<file path="src/rtl/lc4_vmem_scanner.sv">
// lc4_vmem_scanner
//   Read-side initiator for the memory video port. Walks the LC4 frame buffer
//   in raster order, absorbs the fixed read latency with a tag pipe, and holds
//   the returned words in a small FIFO. Pixels leave on a valid/ready stream
//   tagged start-of-frame / end-of-line. Never writes the frame buffer.
//
// Ports
//   clk, rst        single clock; asynchronous active-high reset
//   gwe             global write enable; 0 freezes every register
//   enable          1 = issue reads; 0 = stop issuing (in-flight reads still land)
//   vaddr [15:0]    registered word address to the memory video port
//   vout  [15:0]    read data, valid READ_LATENCY cycles after its vaddr
//   pix_data[15:0]  FIFO head word (0 when empty)
//   pix_valid       FIFO non-empty
//   pix_ready       consumer takes the head when pix_valid & pix_ready & gwe
//   pix_sof         head is pixel (0,0)
//   pix_eol         head is the last pixel of its row
//   busy            reads in flight or FIFO non-empty
module lc4_vmem_scanner #(
  parameter logic [15:0] BASE_ADDR    = 16'hC000,
  parameter int          FB_WIDTH     = 128,
  parameter int          FB_HEIGHT    = 124,
  parameter int          READ_LATENCY = 1,   // 1..4
  parameter int          FIFO_DEPTH   = 8    // power of 2, >= READ_LATENCY+1
) (
  input  logic        clk,
  input  logic        rst,
  input  logic        gwe,
  input  logic        enable,
  output logic [15:0] vaddr,
  input  logic [15:0] vout,
  output logic [15:0] pix_data,
  output logic        pix_valid,
  input  logic        pix_ready,
  output logic        pix_sof,
  output logic        pix_eol,
  output logic        busy
);

  localparam int XW = (FB_WIDTH  > 1) ? $clog2(FB_WIDTH)  : 1;
  localparam int YW = (FB_HEIGHT > 1) ? $clog2(FB_HEIGHT) : 1;
  localparam int AW = (FIFO_DEPTH > 1) ? $clog2(FIFO_DEPTH) : 1;
  localparam int CW = AW + 1;
  // wide enough for fifo_count + in-flight reads without overflow
  localparam int SW = CW + 3;
  localparam logic [XW-1:0] X_LAST = XW'(FB_WIDTH - 1);
  localparam logic [YW-1:0] Y_LAST = YW'(FB_HEIGHT - 1);

  typedef struct packed {
    logic        sof;
    logic        eol;
    logic [15:0] data;
  } pix_t;

  logic [XW-1:0]          x;
  logic [YW-1:0]          y;
  logic [READ_LATENCY:1]  vld_pipe, sof_pipe, eol_pipe;
  pix_t                   fifo_mem [FIFO_DEPTH];
  logic [AW-1:0]          wr_ptr, rd_ptr;
  logic [CW-1:0]          fifo_count;
  logic [SW-1:0]          inflight, credit_used;
  logic                   issue, push, pop;
  logic                   at_sof, row_end, frame_end;
  pix_t                   head;

  always_comb begin
    inflight = '0;
    for (int i = 1; i <= READ_LATENCY; i++)
      inflight = inflight + SW'(vld_pipe[i]);
  end

  // Credit covers reads already issued but not yet in the FIFO, so a push
  // always has a free slot even if the consumer stalls indefinitely.
  assign credit_used = inflight + SW'(fifo_count);
  assign issue       = enable && (credit_used < SW'(FIFO_DEPTH));
  assign push        = vld_pipe[READ_LATENCY];
  assign pop         = pix_valid && pix_ready;

  assign row_end   = (x == X_LAST);
  assign frame_end = row_end && (y == Y_LAST);
  assign at_sof    = (x == '0) && (y == '0);

  // Raster counters. Rows are contiguous in memory, so vaddr just steps by
  // one except at the frame wrap.
  always_ff @(posedge clk or posedge rst) begin
    if (rst) begin
      x     <= '0;
      y     <= '0;
      vaddr <= BASE_ADDR;
    end else if (gwe && issue) begin
      if (frame_end) begin
        x     <= '0;
        y     <= '0;
        vaddr <= BASE_ADDR;
      end else begin
        vaddr <= vaddr + 16'd1;
        if (row_end) begin
          x <= '0;
          y <= y + YW'(1);
        end else begin
          x <= x + XW'(1);
        end
      end
    end
  end

  // Tag pipe: one stage per cycle of read latency. Clearing it on reset drops
  // any data that returns for reads issued before the reset.
  always_ff @(posedge clk or posedge rst) begin
    if (rst) begin
      vld_pipe <= '0;
      sof_pipe <= '0;
      eol_pipe <= '0;
    end else if (gwe) begin
      vld_pipe[1] <= issue;
      sof_pipe[1] <= issue && at_sof;
      eol_pipe[1] <= issue && row_end;
      for (int i = 2; i <= READ_LATENCY; i++) begin
        vld_pipe[i] <= vld_pipe[i-1];
        sof_pipe[i] <= sof_pipe[i-1];
        eol_pipe[i] <= eol_pipe[i-1];
      end
    end
  end

  // FIFO storage; no reset needed since the head is masked while empty.
  always_ff @(posedge clk) begin
    if (gwe && push)
      fifo_mem[wr_ptr] <= {sof_pipe[READ_LATENCY], eol_pipe[READ_LATENCY], vout};
  end

  always_ff @(posedge clk or posedge rst) begin
    if (rst) begin
      wr_ptr     <= '0;
      rd_ptr     <= '0;
      fifo_count <= '0;
    end else if (gwe) begin
      if (push) wr_ptr <= wr_ptr + AW'(1);
      if (pop)  rd_ptr <= rd_ptr + AW'(1);
      if (push && !pop)      fifo_count <= fifo_count + CW'(1);
      else if (pop && !push) fifo_count <= fifo_count - CW'(1);
    end
  end

  assign head      = fifo_mem[rd_ptr];
  assign pix_valid = (fifo_count != '0);
  assign pix_data  = pix_valid ? head.data : 16'h0000;
  assign pix_sof   = pix_valid && head.sof;
  assign pix_eol   = pix_valid && head.eol;
  assign busy      = (|vld_pipe) || pix_valid;

endmodule

</file>
<file path="config.mk">
export PLATFORM = sky130hd
export DESIGN_NAME = lc4_vmem_scanner
export DESIGN_NICKNAME = d
export VERILOG_FILES = /design/src/rtl/lc4_vmem_scanner.sv
export SDC_FILE = /design/constraint.sdc
export NUM_CORES = 1
export LEC_CHECK = 0
export ABC_AREA = 1
export BUFFER_PORTS_ARGS = -buffer_cell sky130_fd_sc_hd__buf_2
export CAP_MARGIN = 10
export CORE_UTILIZATION = 40
export DETAILED_ROUTE_END_ITERATION = 16
export RECOVER_POWER = 25
export SYNTH_ARGS = -nofsm -noshare
export SYNTH_HDL_FRONTEND = slang
export SYNTH_SLANG_ARGS = --single-unit
</file>
<file path="constraint.sdc">
create_clock -name clk -period 2.05 [get_ports clk]
set_input_delay 0.41 -clock clk [delete_from_list [all_inputs] [get_ports clk]]
set_output_delay 0.41 -clock clk [all_outputs]
set_load 0.01 [all_outputs]
</file>
## Word level (Yosys, flattened, before mapping)

Memory sizes are Yosys's and may differ from the RTL's.
Cells that the tools add are included.

| word-level totals | value |
|---|---|
| bits in registers | 43 |
| bits in writable memories | 144 |
| input port bits | 21 |
| logic and storage cells | 55 |
| memories kept | 1 |

Memory list:

| memory | depth | bits a word | read ports | clocked after memory_dff | wr ports | RTL line | RTL |
|---|---|---|---|---|---|---|---|
| fifo_mem | 8 | 18 | 1 | 0 | 1 | 58 | `pix_t fifo_mem [FIFO_DEPTH];` |

| cells by class | value |
|---|---|
| add/subtract/negate cells | 8 |
| magnitude comparators | 1 |
| equal/unequal tests | 2 |
| mux-type cells | 10 |
| reductions and logical operators | 24 |

Operators with widths:

| cell | count |
|---|---|
| 16-bit 2-to-1 mux | 2 |
| 7-bit 2-to-1 mux | 4 |
| 16-bit by 1-bit adder with 16-bit output (second input constant) | 1 |
| 7-bit by 1-bit adder with 7-bit output (second input constant) | 2 |
| 7-bit == test (second input constant) | 2 |
| 7-bit logical NOT | 2 |
| 1-bit logical AND | 12 |
| 4-bit 2-to-1 mux | 2 |
| 2-bit AND reduction | 4 |
| 3-bit by 1-bit adder with 3-bit output (second input constant) | 2 |
| 1-bit by 4-bit adder with 5-bit output | 1 |
| 5-bit by 4-bit < comparator with 1-bit output (second input constant) | 1 |
| 4-bit by 1-bit adder with 4-bit output (second input constant) | 1 |
| 2-bit nonzero test | 2 |
| 4-bit nonzero test | 1 |
| 4-bit by 1-bit subtractor with 4-bit output (second input constant) | 1 |
| 1-bit logical NOT | 2 |
| 1-bit 2-to-1 mux | 2 |
| 1-bit logical OR | 1 |

## Depth between registers and ports, before layout

Gate-level depths: netlist (run 1).

| logic depth | value |
|---|---|
| depth after elaboration | 6 |
| mapped depth | 13 |
| mapped depth without buffers | 12 |

## Worst setup path after synthesis (run 1)

OpenSTA, ideal clock, no wires.

| path | value |
|---|---|
| path type | register to register |
| start point | reg fifo_count[0] |
| end point | reg fifo_count[3] |
| setup time | 0.123 ns |
| arrival time | 2.079 ns |
| required time | 1.927 ns |
| setup slack | -0.151 ns |
| stages on the path, launching flop included | 13 |
| clock period less this slack | 2.201 ns |
| cell sequence | dfrtp_1 > inv_1 > nand3_1 > clkbuf_1 > nand2_1 > ha_1 > inv_1 > ha_1 > nand2_1 > nand2_1 > o21ai_0 > nand3_1 > xor2_1 |

| on the way | value |
|---|---|
| longest elaborated chain between the ends | 6 |
| elaborated cells between the ends (all ways) | 11 |

Ends and longest elaborated chain:

| element | RTL line | RTL |
|---|---|---|
| start, declared | 60 | `logic [CW-1:0] fifo_count;` |
| start signal, assigned | 140 | `if (push && !pop) fifo_count <= fifo_count + CW'(1);` |
| start signal, assigned | 141 | `else if (pop && !push) fifo_count <= fifo_count - CW'(1);` |
| 4-bit nonzero test * | 146 | `assign pix_valid = (fifo_count != '0);` |
| named net pix_valid | 33 | `output logic pix_valid,` |
| 1-bit logical AND * | 77 | `assign pop = pix_valid && pix_ready;` |
| 1-bit logical NOT | 140 |  |
| 1-bit logical AND | 140 |  |
| 2-bit nonzero test (no source line) | - |  |
| 2-bit AND reduction (no source line) | - |  |

Mark *: on every way through the listed nets, which the timed path passes. The rest lies on a longest branch. The select of a mux whose other input is x is not followed.
A chain may end at the register's enable or synchronous reset.

## Worst setup path after layout (run 1)

| path | value |
|---|---|
| start point | reg rd_ptr[0] |
| end point | out pix_eol |

| on the way | value |
|---|---|
| longest elaborated chain between the ends | 2 |

Ends and longest elaborated chain:

| element | RTL line | RTL |
|---|---|---|
| start, declared | 59 | `logic [AW-1:0] wr_ptr, rd_ptr;` |
| start signal, assigned | 139 | `if (pop) rd_ptr <= rd_ptr + AW'(1);` |
| memory 8 x 18 bit | - |  |
| 1-bit logical AND | 149 | `assign pix_eol = pix_valid && head.eol;` |
| end, declared | 36 | `output logic pix_eol,` |

Every way passes these cells.

==> results of run 1 <==
-- cell families after synthesis --
| family | synth area share (%) |
|---|---|
| AND/OR/NAND/NOR | 17.1 |
| flip-flops | 66.9 |
| AO/OA/AOI/OAI | 9.02 |
| buffers and inverters | 3.89 |
| XOR/XNOR | 1.30 |
| adder cells (fa/ha/maj) | 1.80 |
-- per-layer routing --
| metal | routed length, um | vias up | track usage [%] |
|---|---|---|---|
| met5 | 0 | - | 0 |
| met4 | 119 | 0 | 4.37 |
| met3 | 704 | 12 | 4.40 |
| met2 | 8370 | 92 | 29.4 |
| met1 | 8340 | 2679 | 23.1 |
| li1 | - | 2759 | - |
-- path summary, 6_finish.rpt --
kind | end | cells past startpoint | start
max | pix_eol | 7 | rd_ptr[0]
min | y[3] | 3 | rst
max reg2reg | fifo_count[3] | 12 | fifo_count[2]
min reg2reg | vaddr[14] | 2 | vaddr[14]
max in group asynchronous | rd_ptr[0] | 3 | rst
min in group clk | push | 2 | gwe
-- area by class of cell --
| class | count | area (um2) |
|---|---|---|
| clock buffers | 17 | 425 |
| repair buffers | 96 | 697 |
| well taps | 265 | 332 |
| multi-input cells | 481 | 2410 |
| flip-flops and latches | 187 | 5400 |
| clock inverters | 15 | 166 |
| inverters | 47 | 180 |
| fillers | 1827 | 10000 |
-- flip-flops by register name, summed over array words and instances (netlist names) --
signal,count
x,7
vaddr,16
rd_ptr,3
wr_ptr,3
fifo_count,4
eol_pipe,1
push,1
y,7
sof_pipe,1
fifo_mem,144
-- stage by stage --
stage	total power, uW	hold slack (ns)	utilization, %	area, um2	setup TNS, ns
detailed placement	8720	0.495	45.2	8880	0
finish	12300	0.123	48.9	9610	-2.41
global placement	8670	0.486	45.2	8880	0
CTS	12100	0.130	48.3	9480	-2.37
global route	13100	0.177	48.9	9610	-4.83
floorplan	7290	0.486	-	8080	0
-- cells in the final DEF (no fill, tap or decap), types with 2 or more instances in the layout --
cell / netlist / final
nor2_1: 165 / 151
edfxtp_1: 144 / 144
nand2_1: 94 / 94
o21ai_0: 85 / 76
inv_1: 45 / 42
buf_2: 13 / 42
dfrtp_1: 41 / 40
nand3_1: 30 / 30
buf_4: 0 / 28
clkbuf_16: 0 / 19
o22ai_1: 18 / 18
o211ai_1: 18 / 18
nor2_2: 3 / 17
clkbuf_1: 16 / 14
nand4_1: 11 / 11
o21ai_1: 2 / 11
xor2_1: 9 / 9
a21oi_1: 9 / 9
ha_1: 10 / 9
nor3_1: 7 / 7
buf_12: 0 / 7
inv_8: 0 / 5
nor2_4: 4 / 4
xnor2_1: 3 / 3
inv_6: 0 / 3
buf_6: 1 / 3
inv_2: 1 / 2
clkinv_2: 1 / 2
nor4_1: 2 / 2
nand3b_1: 2 / 2
clkinvlp_4: 0 / 2
clkinv_4: 0 / 2
dfstp_2: 2 / 2
-- report_power, final --
part           internal, uW  switching (uW)  leakage (uW)
clock                  1740            1530      0.000287
sequential             4410             289       0.00180
combinational          1740            2600       0.00169
-- worst min-delay path, delay by kind of cell --
family	cells	cell delay, ns
buffers and inverters	3	0.61
-- what timing repair did --
item | 4_1_cts | 5_1_grt
endpoints found under the setup margin | 18 | 20
buffers inserted | 0 | 5
pin swaps | 1 | 0
resized for setup | 8 | 16
gates cloned | 0 | 3
==> flow_summary_export.csv, run 1 <==
group,metric,value,unit
critical_path,critPathLaunchType,"flip-flop",
detailed_routing,ant_nets,0,
cts,cts_tree,"done",
cts,insertion_delay,0.43,ns
yosys,syn_nets,777,
critical_path,r2r_slack,0.20,ns
detailed_routing,wl,17.5,mm
floorplan,die_w,144,um
placed_design,io_buffer_count,56,
grt,track_usage,17.7,%
grt,grt_max_degree,51,
critical_path,path_max_fanout,19,
cts,cts_buffers,17,
timing,relSlewSlack,61.0,%
finish,area_delta_synth_final,19.0,%
yosys,ys_seq_elements,187,
floorplan,io_pins,57,
finish,fin_nets,862,
timing,rsz0062_at_grt,"true",
timing,worstMarginPinSlew,0.585,ns
placed_design,place_hpwl,10.3,mm
critical_path,cp_num_buf_inv,3,
critical_path,slowest_stage,"dfrtp_2",
detailed_routing,route.vias.total,5542,
floorplan,core_area,19700,um2
outcome,status,"complete, but fails checks",
detailed_routing,wl_per_cell,15.8,um
yosys,synthArstFlopShare,23.0,%
yosys,synth_cells,745,
floorplan,start_util,41.1,%
floorplan,chipHeight,144,um
floorplan,rows,51,
job,cap_violations,0,
placed_design,gp_congestion,0.810,
detailed_routing,dr.pass1.iters,4,
timing,report.final.hold_viol_count,0,
yosys,yosysTopAreaCell,"edfxtp_1",
yosys,synth_top_area_share,53.5,%
timing,finalSetupViolations,18,
detailed_routing,via_per_inst,5.00,
timing,post-route-period-util,109,%
grt,grt_pass1_vias,5326,
yosys,synth-seq-area-share,66.9,%
cts,clock-root-buffer,"clkbuf_16",
finish,final_cells,1108,
yosys,synth_warnings,0,
yosys,syn_area,8080,um2
worst_hold_path,hold_class,"in2async",
cts,h-tree-depth,4,
finish,drive_above_1_share,17.6,%
yosys,synth-edff-count,144,
critical_path,slowest_delay,0.48,ns
yosys,syn_avg_cell_area,10.8,um2
yosys,ys_top_cells_by_count,"nor2_1, edfxtp_1, nand2_1, o21ai_0, inv_1",
critical_path,critPathTopFamily,"flip-flops",
pwr,leakagePower,0.00378,uW
yosys,synth_area_leaders,"edfxtp_1, dfrtp_1, nor2_1",
timing,drv_slew,0,
pwr,ir_worst_vdd,925,uV
yosys,synth_most_common_cell,"nor2_1",
critical_path,crit_top_cell,"nor2_1",
floorplan,die-area,20800,um2
detailed_routing,drc,0,
cts,cts_sinks,187,
finish,n_antenna_cell,0,
timing,worst_slack,-0.185,ns
detailed_routing,drtIter0Drc,369,
critical_path,critPathArrivalTime,1.83,ns
grt,grt_pass1_wl,27.4,mm
yosys,yosysUniqueCellTypes,35,
grt,antenna_found_initial,0,
outcome,violations,"negative setup slack",
critical_path,critPathKind,"reg2out",
timing,max_freq,447,MHz
placed_design,placed_cells,1068,
cts,clk_path_buf_depth,2,
timing,fin_skew,0.0116,ns
cts,cts_hold_buf,0,
grt,grt-ovfl-total,0,
critical_path,required,1.64,ns
cts,clk_pin_slew_worst_paths,0.07,ns
yosys,ys.flop_type,"edfxtp_1",
critical_path,cp_cell_sequence,"inv_4, buf_12, nor2_1, o22ai_1, nor2_1, nor2_1, buf_2",
timing,min_period,2.24,ns
pwr,power.density,1280,nW/um2
placed_design,dp_slack,0.119,ns
critical_path,cp-end-kind,"output pin",
Power figures use the tool's default switching activity.
==> inputs of run 2 (changes only) <==
- CORE_UTILIZATION: 40 -> 35
==> flow_summary_export.csv, run 2 (same netlist as run 1, synthesis figures left out) <==
group,metric,value,unit
detailed_routing,route.vias.total,5669,
critical_path,r2r_slack,0.16,ns
timing,rsz0062_at_grt,"true",
detailed_routing,drc,0,
critical_path,critPathKind,"reg2out",
critical_path,slowest_delay,0.46,ns
job,cap_violations,0,
grt,grt_max_degree,53,
finish,multi_input_area,2520,um2
placed_design,io_buffer_count,56,
cts,cts_tree,"done",
critical_path,cp-end-kind,"output pin",
floorplan,core_area,22600,um2
finish,final_cells,1130,
floorplan,start_util,35.7,%
critical_path,worstSetupStartpoint,"rd_ptr[0]",
critical_path,critPathTopFamily,"buffers and inverters",
floorplan,die-area,23700,um2
critical_path,cp_num_buf_inv,3,
critical_path,path_max_fanout,13,
cts,cts_sinks,187,
timing,max_freq,444,MHz
timing,worstMarginPinSlew,1.13,ns
timing,drv_slew,0,
critical_path,crit_top_cell,"nor2_1",
detailed_routing,dr.pass1.iters,4,
placed_design,placed_cells,1086,
cts,clock-root-buffer,"clkbuf_16",
cts,cts_buffers,17,
finish,layout_common_cells,"edfxtp_1, nor2_1, nand2_1",
floorplan,chipHeight,154,um
cts,clk_path_buf_depth,2,
finish,utilization,44.0,%
critical_path,cp_cell_sequence,"buf_4, clkbuf_16, o21ai_0, o22ai_1, nor2_1, nor2_1, buf_2",
worst_hold_path,hp-start,"vout[14]",
outcome,status,"complete, but fails checks",
finish,fin_nets,864,
pwr,power.density,1320,nW/um2
grt,antenna_found_initial,0,
timing,tns,-2.77,ns
finish,area_delta_synth_final,23.2,%
finish,n_fill_cell,2110,
finish,reg_top3,"fifo_mem (144), vaddr (16)",
detailed_routing,via_per_inst,5.02,
outcome,violations,"negative setup slack",
critical_path,rr_worst_depth,12,
pwr,total_power,13200,uW
floorplan,rows,55,
timing,report.final.hold_viol_count,0,
timing,finalSetupViolations,18,
pwr,ir_worst_vdd,635,uV
grt,grt-ovfl-total,0,
grt,grt_pass1_wl,28.2,mm
worst_hold_path,hold_class,"in2reg",
detailed_routing,wl_per_cell,16.2,um
detailed_routing,drtIter0Drc,333,
grt,grt_pass1_vias,5306,
critical_path,slowest_stage,"dfrtp_2",
timing,min_period,2.25,ns
timing,worst_slack,-0.201,ns
worst_hold_path,holdPathEnd,"fifo_mem[1][14]",
finish,n_antenna_cell,0,
detailed_routing,ant_nets,0,
finish,largest_register_ffs,144,
grt,track_usage,15.5,%
critical_path,required,1.64,ns
detailed_routing,wl,18.3,mm
cts,h-tree-depth,4,
critical_path,critPathArrivalTime,1.84,ns
floorplan,die_w,154,um
worst_hold_path,hold-path-cell-count,1,
placed_design,place_hpwl,10.3,mm
pwr,leakagePower,0.00390,uW
timing,fin_skew,0.00982,ns
critical_path,r2r-start,"fifo_count[1]",
cts,clk_pin_slew_worst_paths,0.07,ns
finish,regMostFlops,"fifo_mem",
floorplan,io_pins,57,
timing,relSlewSlack,24.4,%
cts,insertion_delay,0.43,ns
finish,drive_above_1_share,21.8,%
placed_design,gp_congestion,0.826,
finish,seq_area,5410,um2
timing,post-route-period-util,110,%
critical_path,critPathLaunchType,"flip-flop",
critical_path,r2r_end,"fifo_count[3]",
finish,layout_commonest_cell,"edfxtp_1",
## run 2: cell type report
| type | instances | share of cell area [%] |
|---|---|---|
| Clock buffer | 17 | 4.27 |
| Clock inverter | 15 | 2.11 |
| Inverter | 47 | 1.84 |
| Multi-Input combinational cell | 481 | 25.3 |
| Sequential cell | 187 | 54.3 |
| Tap cell | 285 | 3.58 |
| Timing Repair Buffer | 98 | 8.55 |
## run 2: worst register-to-register path: cells and delay by family (launching register included)
family / cells / cell delay (ns)
buffers and inverters: 2 / 0.18
XOR/XNOR: 1 / 0.15
flip-flops: 1 / 0.43
AND/OR/NAND/NOR: 7 / 0.57
adder cells (fa/ha/maj): 2 / 0.45
## run 2: metal layers
metal / track usage (%) / vias up / part of all wire [%]
met5: 0 / - / 0
met4: 3.52 / 0 / 0.79
met3: 3.72 / 12 / 5.1
met2: 26.4 / 129 / 49
met1: 20.1 / 2763 / 45
li1: - / 2765 / -
## run 2: repair_timing
action                     CTS  global route
setup endpoints to repair   18            19
pin swaps                    8            16
hold buffers                 0             0
buffers inserted             2             3
cloned                       4             4
resized for setup           32            55
hold endpoints to repair     0             0
## run 2: worst max path at each step
stage                    endpoint  slack (ns)  depth (start not counted)
global placement    fifo_count[3]        0.17                         11
finish               pix_data[13]       -0.20                          7
global route         pix_data[11]       -0.31                          7
detailed placement  fifo_count[3]        0.12                         11
CTS                       pix_sof       -0.20                          8
floorplan           fifo_count[3]       0.009                         12
## run 2: where the power goes
| part | internal [uW] | switching, uW |
|---|---|---|
| clock | 1900 | 1590 |
| combinational | 2100 | 2860 |
| sequential | 4410 | 299 |
## run 2: metrics by stage
stage          setup WS (ns)  hold slack, ns  cell area (um2)
6_report              -0.201           0.254             9950
2_1_floorplan        0.00894           0.486             8080
3_3_place_gp           0.175           0.470             8910
3_5_place_dp           0.118           0.469             8910
4_1_cts               -0.203         0.00145             9750
5_1_grt               -0.306           0.258             9950
